--- config.mk ---
export PLATFORM = sky130hd
export DESIGN_NAME = eprisc_bus_arbiter_flat
export DESIGN_NICKNAME = d
export VERILOG_FILES = /design/src/rtl/eprisc_bus_arbiter_if.sv /design/src/rtl/eprisc_bus_arbiter.sv /design/src/flat_wrapper.sv
export SDC_FILE = /design/constraint.sdc
export NUM_CORES = 1
export LEC_CHECK = 0
export BUFFER_PORTS_ARGS = -buffer_cell sky130_fd_sc_hd__buf_4
export CAP_MARGIN = 20
export CORE_AREA = 5 5 128 130
export CTS_CLUSTER_DIAMETER = 50
export DETAILED_ROUTE_END_ITERATION = 7
export DIE_AREA = 0 0 133 135
export HOLD_SLACK_MARGIN = 0.15
export PLACE_DENSITY = 0.8
export SYNTH_ARGS = -nofsm -noshare
export SYNTH_HDL_FRONTEND = slang
export SYNTH_SLANG_ARGS = --single-unit
--- constraint.sdc ---
create_clock -name iClk -period 5.4 [get_ports iClk]
set_input_delay 0.27 -clock iClk [delete_from_list [all_inputs] [get_ports iClk]]
set_output_delay 0.27 -clock iClk [all_outputs]
set_load 0.02 [all_outputs]
--- src/rtl/eprisc_bus_arbiter_if.sv ---
// eprisc_bus_arbiter_if
//   Groups the requester handshake and the system-bus strobe/ready signals
//   that pass through the epRISC bus arbiter.
//   Requester side : iReq, iWrite, iAddr0..2, iWData0..2 in; oGnt, oAck, oErr, oRData out
//   Bus side       : oBusAddr, oBusWData, oBusWrite, oBusStrobe out; iBusRData, iBusReady in
//   Status         : oBusy out
//   Modport slave  : the arbiter's view. It serves the masters and drives the bus.
//   Modport master : the environment's view. That is the requesters plus the bus slave.
interface eprisc_bus_arbiter_if;
   logic [2:0]  iReq;
   logic [2:0]  iWrite;
   logic [31:0] iAddr0;
   logic [31:0] iAddr1;
   logic [31:0] iAddr2;
   logic [31:0] iWData0;
   logic [31:0] iWData1;
   logic [31:0] iWData2;
   logic [2:0]  oGnt;
   logic [2:0]  oAck;
   logic        oErr;
   logic [31:0] oRData;
   logic [31:0] oBusAddr;
   logic [31:0] oBusWData;
   logic        oBusWrite;
   logic        oBusStrobe;
   logic [31:0] iBusRData;
   logic        iBusReady;
   logic        oBusy;

   modport slave (
      input  iReq, iWrite, iAddr0, iAddr1, iAddr2, iWData0, iWData1, iWData2,
      input  iBusRData, iBusReady,
      output oGnt, oAck, oErr, oRData, oBusAddr, oBusWData, oBusWrite, oBusStrobe, oBusy
   );

   modport master (
      output iReq, iWrite, iAddr0, iAddr1, iAddr2, iWData0, iWData1, iWData2,
      output iBusRData, iBusReady,
      input  oGnt, oAck, oErr, oRData, oBusAddr, oBusWData, oBusWrite, oBusStrobe, oBusy
   );
endinterface

--- src/rtl/eprisc_bus_arbiter.sv ---
// eprisc_bus_arbiter
//   Shares the epRISC system bus between three masters. The masters are
//   debug (0), core (1) and DMA (2). Each grant carries one single-word
//   read or write. Debug has fixed priority, and core and DMA alternate on a
//   tie. A ready timeout aborts the transaction when a slave hangs.
//   Ports:
//     iClk : system clock, rising edge
//     iRst : synchronous active-high reset
//     bus  : eprisc_bus_arbiter_if.slave, carrying the requester and bus signals
//   All outputs come straight from registers. oBusy is a decode of the state register.
//
//   state | meaning
//   ------+-----------------------------------------------------------
//   IDLE  | bus free; arbitrate on iReq
//   WAIT  | strobe asserted, waiting for iBusReady or timeout
//   DONE  | one-cycle oAck (and oErr on timeout) to the winner
module eprisc_bus_arbiter #(
   parameter int TIMEOUT = 16,
   parameter int CNT_W   = 5
) (
   input  logic                 iClk,
   input  logic                 iRst,
   eprisc_bus_arbiter_if.slave  bus
);

   typedef enum logic [1:0] {ST_IDLE, ST_WAIT, ST_DONE} state_t;

   // Last wait-counter value before the timeout fires. It is unused when TIMEOUT is 0.
   localparam logic [CNT_W-1:0] CNT_LAST = CNT_W'((TIMEOUT == 0) ? 0 : TIMEOUT - 1);

   state_t           state_q,  state_d;
   logic [2:0]       gnt_q,    gnt_d;
   logic [2:0]       ack_q,    ack_d;
   logic             err_q,    err_d;
   logic [31:0]      rdata_q,  rdata_d;
   logic [31:0]      addr_q,   addr_d;
   logic [31:0]      wdata_q,  wdata_d;
   logic             write_q,  write_d;
   logic             strobe_q, strobe_d;
   logic [CNT_W-1:0] cnt_q,    cnt_d;
   logic [1:0]       last_q,   last_d;
   logic [1:0]       win_q,    win_d;
   logic [1:0]       sel;
   logic             timed_out;

   // Winner selection. Debug always wins. On a core/DMA tie, the one that did not go last wins.
   always_comb begin
      sel = 2'd2;
      if (bus.iReq[0])                     sel = 2'd0;
      else if (bus.iReq[1] && bus.iReq[2]) sel = (last_q == 2'd1) ? 2'd2 : 2'd1;
      else if (bus.iReq[1])                sel = 2'd1;
   end

   assign timed_out = (TIMEOUT != 0) && (cnt_q == CNT_LAST);

   always_comb begin
      state_d  = state_q;
      gnt_d    = gnt_q;
      ack_d    = 3'b000;
      err_d    = 1'b0;
      rdata_d  = rdata_q;
      addr_d   = addr_q;
      wdata_d  = wdata_q;
      write_d  = write_q;
      strobe_d = strobe_q;
      cnt_d    = cnt_q;
      last_d   = last_q;
      win_d    = win_q;
      case (state_q)
         ST_IDLE: begin
            if (|bus.iReq) begin
               win_d    = sel;
               gnt_d    = 3'b001 << sel;
               strobe_d = 1'b1;
               cnt_d    = '0;
               write_d  = bus.iWrite[sel];
               case (sel)
                  2'd0:    begin addr_d = bus.iAddr0; wdata_d = bus.iWData0; end
                  2'd1:    begin addr_d = bus.iAddr1; wdata_d = bus.iWData1; end
                  default: begin addr_d = bus.iAddr2; wdata_d = bus.iWData2; end
               endcase
               state_d  = ST_WAIT;
            end
         end
         ST_WAIT: begin
            if (bus.iBusReady || timed_out) begin
               // Ready has priority over a coincident timeout.
               rdata_d  = bus.iBusReady ? bus.iBusRData : 32'h0;
               err_d    = ~bus.iBusReady;
               ack_d    = 3'b001 << win_q;
               gnt_d    = 3'b000;
               strobe_d = 1'b0;
               if (win_q != 2'd0) last_d = win_q;
               state_d  = ST_DONE;
            end else if (cnt_q != '1) begin
               cnt_d = cnt_q + CNT_W'(1);
            end
         end
         ST_DONE: begin
            state_d = ST_IDLE;
         end
         default: begin
            state_d = ST_IDLE;
         end
      endcase
   end

   always_ff @(posedge iClk) begin
      if (iRst) begin
         state_q  <= ST_IDLE;
         gnt_q    <= 3'b000;
         ack_q    <= 3'b000;
         err_q    <= 1'b0;
         rdata_q  <= 32'h0;
         addr_q   <= 32'h0;
         wdata_q  <= 32'h0;
         write_q  <= 1'b0;
         strobe_q <= 1'b0;
         cnt_q    <= '0;
         last_q   <= 2'd2;
         win_q    <= 2'd0;
      end else begin
         state_q  <= state_d;
         gnt_q    <= gnt_d;
         ack_q    <= ack_d;
         err_q    <= err_d;
         rdata_q  <= rdata_d;
         addr_q   <= addr_d;
         wdata_q  <= wdata_d;
         write_q  <= write_d;
         strobe_q <= strobe_d;
         cnt_q    <= cnt_d;
         last_q   <= last_d;
         win_q    <= win_d;
      end
   end

   assign bus.oGnt       = gnt_q;
   assign bus.oAck       = ack_q;
   assign bus.oErr       = err_q;
   assign bus.oRData     = rdata_q;
   assign bus.oBusAddr   = addr_q;
   assign bus.oBusWData  = wdata_q;
   assign bus.oBusWrite  = write_q;
   assign bus.oBusStrobe = strobe_q;
   assign bus.oBusy      = (state_q != ST_IDLE);

endmodule

--- src/flat_wrapper.sv ---
// flat-port wrapper written by rule: the top's interface ports become plain ports
module eprisc_bus_arbiter_flat 
#(
   parameter int TIMEOUT = 16,
   parameter int CNT_W   = 5
)
  (iClk, iRst, bus_iReq, bus_iWrite, bus_iAddr0, bus_iAddr1, bus_iAddr2, bus_iWData0, bus_iWData1, bus_iWData2, bus_iBusRData, bus_iBusReady, bus_oGnt, bus_oAck, bus_oErr, bus_oRData, bus_oBusAddr, bus_oBusWData, bus_oBusWrite, bus_oBusStrobe, bus_oBusy);
  eprisc_bus_arbiter_if bus_i ();
  input  logic iClk;
  input  logic iRst;
  input wire logic [$bits(bus_i.iReq)-1:0] bus_iReq;
  input wire logic [$bits(bus_i.iWrite)-1:0] bus_iWrite;
  input wire logic [$bits(bus_i.iAddr0)-1:0] bus_iAddr0;
  input wire logic [$bits(bus_i.iAddr1)-1:0] bus_iAddr1;
  input wire logic [$bits(bus_i.iAddr2)-1:0] bus_iAddr2;
  input wire logic [$bits(bus_i.iWData0)-1:0] bus_iWData0;
  input wire logic [$bits(bus_i.iWData1)-1:0] bus_iWData1;
  input wire logic [$bits(bus_i.iWData2)-1:0] bus_iWData2;
  input wire logic [$bits(bus_i.iBusRData)-1:0] bus_iBusRData;
  input wire logic [$bits(bus_i.iBusReady)-1:0] bus_iBusReady;
  output wire logic [$bits(bus_i.oGnt)-1:0] bus_oGnt;
  output wire logic [$bits(bus_i.oAck)-1:0] bus_oAck;
  output wire logic [$bits(bus_i.oErr)-1:0] bus_oErr;
  output wire logic [$bits(bus_i.oRData)-1:0] bus_oRData;
  output wire logic [$bits(bus_i.oBusAddr)-1:0] bus_oBusAddr;
  output wire logic [$bits(bus_i.oBusWData)-1:0] bus_oBusWData;
  output wire logic [$bits(bus_i.oBusWrite)-1:0] bus_oBusWrite;
  output wire logic [$bits(bus_i.oBusStrobe)-1:0] bus_oBusStrobe;
  output wire logic [$bits(bus_i.oBusy)-1:0] bus_oBusy;
  assign bus_i.iReq = bus_iReq;
  assign bus_i.iWrite = bus_iWrite;
  assign bus_i.iAddr0 = bus_iAddr0;
  assign bus_i.iAddr1 = bus_iAddr1;
  assign bus_i.iAddr2 = bus_iAddr2;
  assign bus_i.iWData0 = bus_iWData0;
  assign bus_i.iWData1 = bus_iWData1;
  assign bus_i.iWData2 = bus_iWData2;
  assign bus_i.iBusRData = bus_iBusRData;
  assign bus_i.iBusReady = bus_iBusReady;
  assign bus_oGnt = bus_i.oGnt;
  assign bus_oAck = bus_i.oAck;
  assign bus_oErr = bus_i.oErr;
  assign bus_oRData = bus_i.oRData;
  assign bus_oBusAddr = bus_i.oBusAddr;
  assign bus_oBusWData = bus_i.oBusWData;
  assign bus_oBusWrite = bus_i.oBusWrite;
  assign bus_oBusStrobe = bus_i.oBusStrobe;
  assign bus_oBusy = bus_i.oBusy;
  eprisc_bus_arbiter #(.TIMEOUT(TIMEOUT), .CNT_W(CNT_W)) u_core (.iClk(iClk), .iRst(iRst), .bus(bus_i));
endmodule
==> metrics.txt, run 1 <==
# clock sinks 116; Tcrit/Tclk final between 50% and 60%; Net Count, Synth slightly below 900; Largest stage delay, worst path 0.92 ns; CP Cell Sequence nand4bb_4, and2_2, o21ai_0, o21ai_0; sequential share of power 36.6%; Design Power 2.66 mW; RD Place Congestion 0.828; setup slack, reg-to-reg 2.61 ns; DRC 0; Worst VDD drop 0.000209 V; wire per inst 18.6 um; cell taking the most area after synthesis dfxtp_1; Die Y between 100 and 150 um; first-pass iteration count of the detailed router 5; number of global-route vias before repair approximately 6200; crit path DAT 3.04 ns; CTS tree built; area of the mapped netlist 5340 sq um; Setup Skew 0.00735 ns; Iteration-0 DRC Markers 370; CTS root buffer clkbuf_16; synth top area cells dfxtp_1 43%, mux2i_1 12%, nand3_1 12%; initial antenna violation count 0; Ports 339; TNS Setup 0 ns; total gr overflow 0; worst setup path start u_core.last_q[1]; Pleak 4.27 nW; Syn Inst Count 635; Post-synth top cells 128 x nand3_1, 123 x o21ai_0, 116 x dfxtp_1; P&R area growth vs syn 70.8%; Worst Setup End Kind register; RSZ-0062 raised after global routing no; HPWL after detailed placement 15400 um; reg2reg start u_core.last_q[1]; fin nets between 1000 and 1500; Die ar. 18000 sq um; Post-CTS Setup Repair Bufs 0; Clock Power Share 39.3%; Skew-Pair Late Insertion Delay 0.41 ns; Comb pwr share 24.1%; final setup margin 2.61 ns; Max Slew Vio Count 0; Place WS ~2.4 ns; PortBufs ~340; Diodes inserted 0; Rows 45; Internal roughly 1.9 mW; share of layout cells above drive strength 1 38.3%; Vias 6307; die span in x ~130 um; CTS buffer count 17; Cell variety after synth 38; CTS max path bufs 2; Synth Register Bits 116; required time of the critical path approximately 5.7 ns; post_cts resized 0; area share of the largest cell type after synthesis 43.5%; CP Launch Type register; max cap viols 0; core region area 15000 sq um; final core occ 60.7%; CP max-delay cell and2_2; status completed; post-route ant nets 0; Synth Area per Inst 8.41 sq um; first-pass GRT wire length about 33000 um; Sw Pwr 760 uW; pin count of the biggest net entering global routing 65; Post-Route WL about 22000 um; Hold Path Class in -> reg; crit path max fanout 64; WS Path Type reg -> reg; Post-synth EDFFs 0; post-synthesis sequential area ratio 43.5%; Power Density 292 nW/um^2; minimum clock period between 2 and 3 ns; Final setup viols 0; R2R depth 4; via/cell ratio 5.26; Initial Utilization 35.5%; hold path cells 3; Hold Buf Count CTS 60; Final Hold Viols 0; Slew headroom 28.1%; switch share 28.5%; total number of H-tree levels 4; leading cell type by number of instances after synthesis nand3_1; fmax 0.358 GHz; ys flop type dfxtp_1; measured slew at the worst slew-check pin roughly 1.1 ns; Tot GR Track Use 23.3%; YS warnings 0; fraction of registers with async set/reset 0%; min-delay src bus_iWData2[9]; CTS clk-pin slew, worst paths 0.06 ns; CP dominant cell by count o21ai_0
==> path summary, 6_finish.rpt <==
path / to
worst min register to register: u_core.bus.oBusAddr[24]
worst min-delay path: u_core.bus.oBusWData[9]
worst max register to register: u_core.bus.oBusWData[4]
worst max-delay path: u_core.bus.oBusWData[4]
==> cell usage in the layout (no fill, tap or decap), types with 2 or more instances in the layout <==
master         synthesis  routed
ha_1                   3       3
a21oi_1                8       8
clkbuf_16              0      17
dlygate4sd3_1          0      61
o21ai_0              123     123
mux2i_1               66      66
clkinv_2               0       6
nand3_1              128     128
buf_4                  2     342
a22oi_1               32      32
nand2_1                8       7
nor3_1                 4       4
nor4_1                 2       2
clkinvlp_4             0       3
inv_1                  3       3
nand3b_1               2       2
and3_1                 2       2
dfxtp_1              116     116
xnor2_1                2       2
nor2_1                45      45
a32oi_1                2       2
o21a_1                 2       2
buf_12                 0       2
nand2b_1               4       4
a32o_1                 2       2
clkbuf_8               0       3
o21ai_1                3       2
==> routing by layer <==
layer	GRT usage, %	part of all wire, %	vias to the layer above
met5	0	0	-
met4	11.4	3.8	0
met3	6.41	8.0	49
met2	41.1	51	334
met1	25.8	38	2894
li1	-	-	3030
==> state kept, by name (all words and copies together) (netlist names) <==
signal,flops
u_core.bus.oAck,3
u_core.bus.oBusAddr,32
u_core.bus.oBusStrobe,1
u_core.bus.oBusWData,32
u_core.bus.oBusWrite,1
u_core.bus.oErr,1
u_core.bus.oGnt,3
u_core.bus.oRData,32
u_core.cnt_q,5
u_core.last_q,2
u_core.state_q,2
u_core.win_q,2
==> cells by family (layout without fill, tap and decap cells) <==
family                   Yosys count  in the layout  synth area share, %
buffers and inverters             66            441                 5.18
adder cells (fa/ha/maj)            3              3                0.703
XOR/XNOR                           2              2                0.328
AO/OA/AOI/OAI                    176            176                 18.9
multiplexers                      66             66                 12.4
flip-flops                       116            116                 43.5
AND/OR/NAND/NOR                  206            206                 19.1
==> critical path: cells and delay by family (launching register included) <==
kind            cells  cell delay (ns)
compound gates      2             0.47
flops               1             0.33
simple gates        2             1.81
==> power by group through the flow <==
| stage | combinational [mW] | sequential [mW] | clock, mW |
|---|---|---|---|
| floorplan | 0.205 | 1.07 | 0 |
| global placement | 0.587 | 0.986 | 0 |
| detailed placement | 0.600 | 0.990 | 0 |
| CTS | 0.637 | 0.973 | 1.06 |
| global route | 0.684 | 0.982 | 1.10 |
| finish | 0.642 | 0.974 | 1.05 |
==> cell type report <==
cell class                      count  area [sq um]
Clock buffer                       21           470
Clock inverter                     10          82.6
Fill cell                        1302          5910
Inverter                            4          15.0
Multi-Input combinational cell    453          2770
Sequential cell                   116          2320
Tap cell                          188           235
Timing Repair Buffer              406          3230
==> through the flow <==
stage	area, sq um	std cells	hold WS [ns]
finish	9130	1198	0.163
global route	9130	1198	0.159
CTS	9100	1196	0.150
detailed placement	7950	1105	0.462
global placement	7910	1103	0.452
floorplan	5340	635	0.349
(Power assumes the default switching activity.)
==> run 2, diff against run 1 <==
--- a/config.mk
+++ b/config.mk
@@ -7,12 +7,13 @@
 export LEC_CHECK = 0
 export BUFFER_PORTS_ARGS = -buffer_cell sky130_fd_sc_hd__buf_4
 export CAP_MARGIN = 20
-export CORE_AREA = 5 5 128 130
+export CORE_ASPECT_RATIO = 0.75
+export CORE_MARGIN = 5
+export CORE_UTILIZATION = 39
 export CTS_CLUSTER_DIAMETER = 50
 export DETAILED_ROUTE_END_ITERATION = 7
-export DIE_AREA = 0 0 133 135
 export HOLD_SLACK_MARGIN = 0.15
-export PLACE_DENSITY = 0.8
+export PLACE_DENSITY = 0.88
 export SYNTH_ARGS = -nofsm -noshare
 export SYNTH_HDL_FRONTEND = slang
 export SYNTH_SLANG_ARGS = --single-unit
==> constraint.sdc (replaced) <==
create_clock -name iClk -period 2.55 [get_ports iClk]
set_input_delay 0.1275 -clock iClk [delete_from_list [all_inputs] [get_ports iClk]]
set_output_delay 0.1275 -clock iClk [all_outputs]
set_load 0.02 [all_outputs]
==> metrics.txt, run 2 (synthesis results as in run 1) <==
final setup margin 0.308 ns (was 2.61 ns); HPWL after detailed placement 14700 um (was 15400 um); WS Path Type reg -> reg (unchanged); Initial Utilization 39.4% (was 35.5%); final core occ 71.2% (was 60.7%); post-route ant nets 0 (unchanged); Max Slew Vio Count 0 (unchanged); Setup Skew 0.0107 ns (was 0.00735 ns); CP Cell Sequence nand4bb_4, buf_4, nand3_1, o21ai_0, dlygate4sd3_1, o21ai_0 (was nand4bb_4, and2_2, o21ai_0, o21ai_0); Tot GR Track Use 26.7% (was 23.3%); most common cell after layout, fill and taps aside buf_4 (unchanged); CP Launch Type register (unchanged); first-pass iteration count of the detailed router 5 (unchanged); CTS max path bufs 2 (unchanged); CTS root buffer clkbuf_16 (unchanged); status completed (unchanged); RSZ-0062 raised after global routing no (unchanged); CP dominant cell by count o21ai_0 (unchanged); Rows 37 (was 45); Final setup viols 0 (unchanged); die span in x 145 um (was 133 um); first-pass GRT wire length 35400 um (was 33300 um); PortBufs 338 (unchanged); Largest stage delay, worst path 0.59 ns (was 0.92 ns); total number of H-tree levels 4 (unchanged); Power Density 600 nW/um^2 (was 292 nW/um^2); wire per inst 18.5 um (was 18.6 um); P&R area growth vs syn 80.9% (was 70.8%); # clock sinks 116 (unchanged); share of layout cells above drive strength 1 36.7% (was 38.3%); total gr overflow 0 (unchanged); Hold Path Class in -> reg (unchanged); Iteration-0 DRC Markers 525 (was 370); Die Y 111 um (was 135 um); Worst Setup End Kind register (unchanged); fin nets 1288 (was 1234); DP Area 8000 sq um (was 7950 sq um); crit path DAT 2.50 ns (was 3.04 ns); TNS Setup 0 ns (unchanged); Slew headroom 49.8% (was 28.1%); required time of the critical path 2.81 ns (was 5.65 ns); Die ar. 16200 sq um (was 18000 sq um); minimum clock period 2.24 ns (was 2.79 ns); core region area 13600 sq um (was 15000 sq um); area of the multi-input gates 2770 sq um (about the same); Design Area, Final 9660 sq um (was 9130 sq um); CTS clk-pin slew, worst paths 0.05 ns (was 0.06 ns); DRC 0 (unchanged); Tcrit/Tclk final 87.9% (was 51.7%); CP max-delay cell dlygate4sd3_1 (was and2_2); Design Power 5.80 mW (was 2.66 mW); Final Hold Viols 0 (unchanged); Pleak 4.53 nW (was 4.27 nW); fill cell instance count of the final layout 977 (was 1302); measured slew at the worst slew-check pin 0.753 ns (was 1.08 ns); number of standard cells in the final layout excluding fillers 1235 (was 1198); Worst VDD drop 0.000388 V (was 0.000209 V); Place WS 0.388 ns (was 2.36 ns); Skew-Pair Late Insertion Delay 0.39 ns (was 0.41 ns); CTS buffer count 17 (unchanged); Ports 339 (unchanged); CTS tree built (unchanged); crit path max fanout 63 (was 64); Diodes inserted 0 (unchanged); number of global-route vias before repair 6686 (was 6248); via/cell ratio 5.38 (was 5.26); RD Place Congestion 0.906 (was 0.828); commonest cells after routing, fill and taps aside 346 x buf_4, 128 x nand3_1, 123 x o21ai_0 (was 342 x buf_4, 128 x nand3_1, 123 x o21ai_0); fmax 0.446 GHz (was 0.358 GHz); Post-Route WL 22900 um (was 22200 um); pin count of the biggest net entering global routing 64 (was 65); CP top delay family buffers and inverters (was simple AND/OR/NAND/NOR gates); initial antenna violation count 0 (unchanged); Vias 6644 (was 6307); WP buf/inv 2 (was 0); max cap viols 0 (unchanged); final hold slack 0.166 ns (was 0.163 ns); register area 2320 sq um (unchanged); placed insts 1098 (was 1105)
-- run 2: cell count changes in the layout (fill, tap and decap cells not counted), sizes merged --
cell,before,now
buf,345,350
bufinv,1,2
clkinv,6,4
clkinvlp,3,0
dlygate4sd3,61,110
-- run 2: tightest hold or removal path: stages --
cell     delay [ns]
buf_4          0.07
mux2i_1        0.05
nand3_1        0.08
o21ai_0        0.07
o21ai_0        0.12
-- run 2: routing by layer --
| metal | global-route usage, % | wire length (um) | part of all wire (%) |
|---|---|---|---|
| met5 | 0 | 0 | 0 |
| met2 | 45.8 | 11700 | 51 |
| met1 | 31.1 | 8600 | 38 |
| met4 | 11.8 | 799 | 3.5 |
| met3 | 7.61 | 1790 | 7.8 |
-- run 2: area by class of cell --
class                      instances  area share [%]
tap                              175            2.27
inverter                           4           0.155
clock buffer                      21            4.97
sequential                       116            24.0
multi-input combinational        453            28.7
timing repair buffer             460            39.1
clock inverter                     6           0.829
-- run 2: what timing repair did --
item | in CTS | in global routing
hold buffers | 110 | 0
hold endpoints to repair | 99 | 0
resized for setup | 0 | 1
buffers inserted | 0 | 0
setup endpoints to repair | 0 | 1
-- run 2: worst paths after layout --
path | cells after the start | slack, ns | end | start
max reg2reg | 6 | 0.31 | u_core.bus.oBusAddr[15] | u_core.last_q[1]
min | 5 | 0.17 | u_core.bus.oBusWData[21] | bus_iWData1[21]
min reg2reg | 2 | 0.46 | u_core.bus.oBusAddr[23] | u_core.bus.oBusAddr[23]
max | 6 | 0.31 | u_core.bus.oBusAddr[15] | u_core.last_q[1]
-- run 2: power breakdown --
group          internal (mW)  total [mW]  leakage [nW]  switching [mW]
Sequential              1.97        2.06         0.953          0.0881
Combinational          0.734        1.46          3.29           0.721
Clock                   1.51        2.28         0.282           0.774
==> run 3, diff against run 2 <==
--- a/config.mk
+++ b/config.mk
@@ -14,6 +14,7 @@
 export DETAILED_ROUTE_END_ITERATION = 7
 export HOLD_SLACK_MARGIN = 0.15
 export PLACE_DENSITY = 0.88
+export REMOVE_ABC_BUFFERS = 1
 export SYNTH_ARGS = -nofsm -noshare
 export SYNTH_HDL_FRONTEND = slang
 export SYNTH_SLANG_ARGS = --single-unit
==> metrics.txt, run 3 (synthesis results as in run 1) <==
initial antenna violation count 0 (unchanged); sequential share of power 35.6% (was 35.5%); min-delay src bus_iWData1[27] (was bus_iWData1[21]); Internal 4.07 mW (was 4.21 mW); crit path max fanout 63 (unchanged); max cap viols 0 (unchanged); Iteration-0 DRC Markers 455 (was 525); status completed (unchanged); fill cell instance count of the final layout 962 (was 977); Rows 37 (unchanged); first-pass GRT wire length 36900 um (was 35400 um); most common cell after layout, fill and taps aside buf_4 (unchanged); first-pass iteration count of the detailed router 7 (was 5); # clock sinks 116 (unchanged); RD Place Congestion 0.864 (was 0.906); Ports 339 (unchanged); CP top delay family buffers and inverters (unchanged); Pleak 4.52 nW (was 4.53 nW); HPWL after detailed placement 14400 um (was 14700 um); CTS buffer count 17 (unchanged); RSZ-0062 raised after global routing no (unchanged); Max Slew Vio Count 0 (unchanged); Hold Path Sink u_core.bus.oBusWData[27] (was u_core.bus.oBusWData[21]); Largest stage delay, worst path 0.58 ns (was 0.59 ns); Diodes inserted 0 (unchanged); minimum clock period 2.20 ns (was 2.24 ns); placed insts 1098 (unchanged); CTS clk-pin slew, worst paths 0.06 ns (was 0.05 ns); fmax 0.454 GHz (was 0.446 GHz); pin count of the biggest net entering global routing 73 (was 64); commonest cells after routing, fill and taps aside 348 x buf_4, 128 x nand3_1, 123 x o21ai_0 (was 346 x buf_4, 128 x nand3_1, 123 x o21ai_0); wire length on met2 11500 um (was 11700 um); Slew headroom 52.6% (was 49.8%); Final setup viols 0 (unchanged); number of standard cells in the final layout excluding fillers 1243 (was 1235); number of global-route vias before repair 7004 (was 6686); crit path DAT 2.49 ns (was 2.50 ns); Sw Pwr 1.73 mW (was 1.58 mW); Clock Power Share 39.3% (about the same); PortBufs 338 (unchanged); required time of the critical path 2.84 ns (was 2.81 ns); total gr overflow 0 (unchanged); Post-Route WL 23500 um (was 22900 um); cell depth of the worst setup path 6 (unchanged); via/cell ratio 5.42 (was 5.38); setup slack, reg-to-reg 0.35 ns (was 0.31 ns); Tot GR Track Use 27.8% (was 26.7%); Die Y 111 um (unchanged); switch share 29.7% (was 27.3%); measured slew at the worst slew-check pin 0.712 ns (was 0.753 ns); TNS Setup 0 ns (unchanged); r2r endpoint u_core.bus.oBusAddr[21] (was u_core.bus.oBusAddr[15]); post-route ant nets 0 (unchanged); WS Path Type reg -> reg (unchanged); CTS max path bufs 2 (unchanged); CTS root buffer clkbuf_16 (unchanged); R2R depth 6 (unchanged); Initial Utilization 39.4% (unchanged); Power Density 599 nW/um^2 (was 600 nW/um^2); Worst Setup End Kind register (unchanged); CP Cell Sequence nand4bb_4, buf_4, nand2_1, nand3_1, a31oi_1, dlygate4sd3_1 (was nand4bb_4, buf_4, nand3_1, o21ai_0, dlygate4sd3_1, o21ai_0); wire per inst 18.9 um (was 18.5 um); Routed met3 length 1930 um (was 1790 um); P&R area growth vs syn 81.1% (was 80.9%); Die ar. 16200 sq um (unchanged); Hold Path Class in -> reg (unchanged); hold path cells 5 (unchanged); highest routed layer met4 (unchanged); CTS tree built (unchanged); Vias 6740 (was 6644); Setup Skew 0.00848 ns (was 0.0107 ns); Skew-Pair Late Insertion Delay 0.41 ns (was 0.39 ns); DRC 0 (unchanged); Tcrit/Tclk final 86.3% (was 87.9%); Final Hold Viols 0 (unchanged); WP buf/inv 2 (unchanged); Comb pwr share 25.1% (about the same); metal1 wirelength 8970 um (was 8600 um); Place WS 0.416 ns (was 0.388 ns); total number of H-tree levels 4 (unchanged); share of layout cells above drive strength 1 36.9% (was 36.7%); core region area 13600 sq um (unchanged); Worst VDD drop 0.000435 V (was 0.000388 V); final setup margin 0.348 ns (was 0.308 ns); fin nets 1291 (was 1288); CP Launch Type register (unchanged); reg2reg start u_core.last_q[1] (unchanged); CP max-delay cell dlygate4sd3_1 (unchanged); die span in x 145 um (unchanged)
-- run 3: cell types whose count changed in the layout (fill, tap and decap cells not counted), sizes merged --
cell,before,now
clkinvlp,0,3
clkinv,4,7
clkbuf,21,18
dlygate4sd3,110,113
bufinv,2,1
inv,4,7
-- run 3: routing by layer --
layer	up-vias	global-route usage (%)
li1	3147	-
met5	-	0
met1	3130	31.7
met2	379	47.4
met3	84	8.46
met4	0	14.0
-- run 3: how the worst max path moves through the flow --
stage                      from                       to  slack [ns]
3_5_place_dp    u_core.cnt_q[0]          u_core.cnt_q[3]        0.42
3_3_place_gp    u_core.cnt_q[0]          u_core.cnt_q[4]        0.47
6_report       u_core.last_q[1]  u_core.bus.oBusAddr[21]        0.35
5_1_grt        u_core.last_q[1]  u_core.bus.oBusAddr[21]        0.20
2_1_floorplan  u_core.last_q[1]  u_core.bus.oBusAddr[19]       -0.73
4_1_cts        u_core.last_q[1]   u_core.bus.oBusAddr[2]        0.23
-- run 3: cell type report --
type                    count  area [sq um]  area share, %
flip-flops and latches    116          2320           24.0
inverters                   4          15.0          0.155
well taps                 175           219           2.26
repair buffers            463          3780           39.1
multi-input cells         453          2770           28.6
clock buffers              18           439           4.54
clock inverters            14           129           1.33
-- run 3: through the flow --
stage | cell area [sq um] | hold slack (ns) | utilization [%] | power, mW
floorplan | 5080 | 0.197 | - | 2.63
detailed placement | 7980 | 0.354 | 58.8 | 3.36
finish | 9680 | 0.157 | 71.3 | 5.80
global placement | 7980 | 0.344 | 58.8 | 3.33
CTS | 9680 | 0.152 | 71.3 | 5.79
global route | 9680 | 0.175 | 71.3 | 6.03
-- run 3: what timing repair did --
action / in CTS / in global routing
setup endpoints to repair: 0 / 5
hold buffers: 113 / 0
resized for setup: 0 / 1
buffers inserted: 0 / 0
hold endpoints to repair: 99 / 0
-- run 3: power by group through the flow --
stage / combinational [mW] / sequential [mW] / clock, mW
floorplan: 0.368 / 2.27 / 0
global placement: 1.25 / 2.09 / 0
detailed placement: 1.26 / 2.09 / 0
CTS: 1.42 / 2.06 / 2.31
global route: 1.55 / 2.08 / 2.40
finish: 1.46 / 2.06 / 2.28
-- run 3: worst reg2reg max path: stages (launching register included) --
cell and delay, ns:
dfxtp_1 0.36, nand4bb_4 0.15, buf_4 0.56, nand2_1 0.18, nand3_1 0.16, a31oi_1 0.09
dlygate4sd3_1 0.58
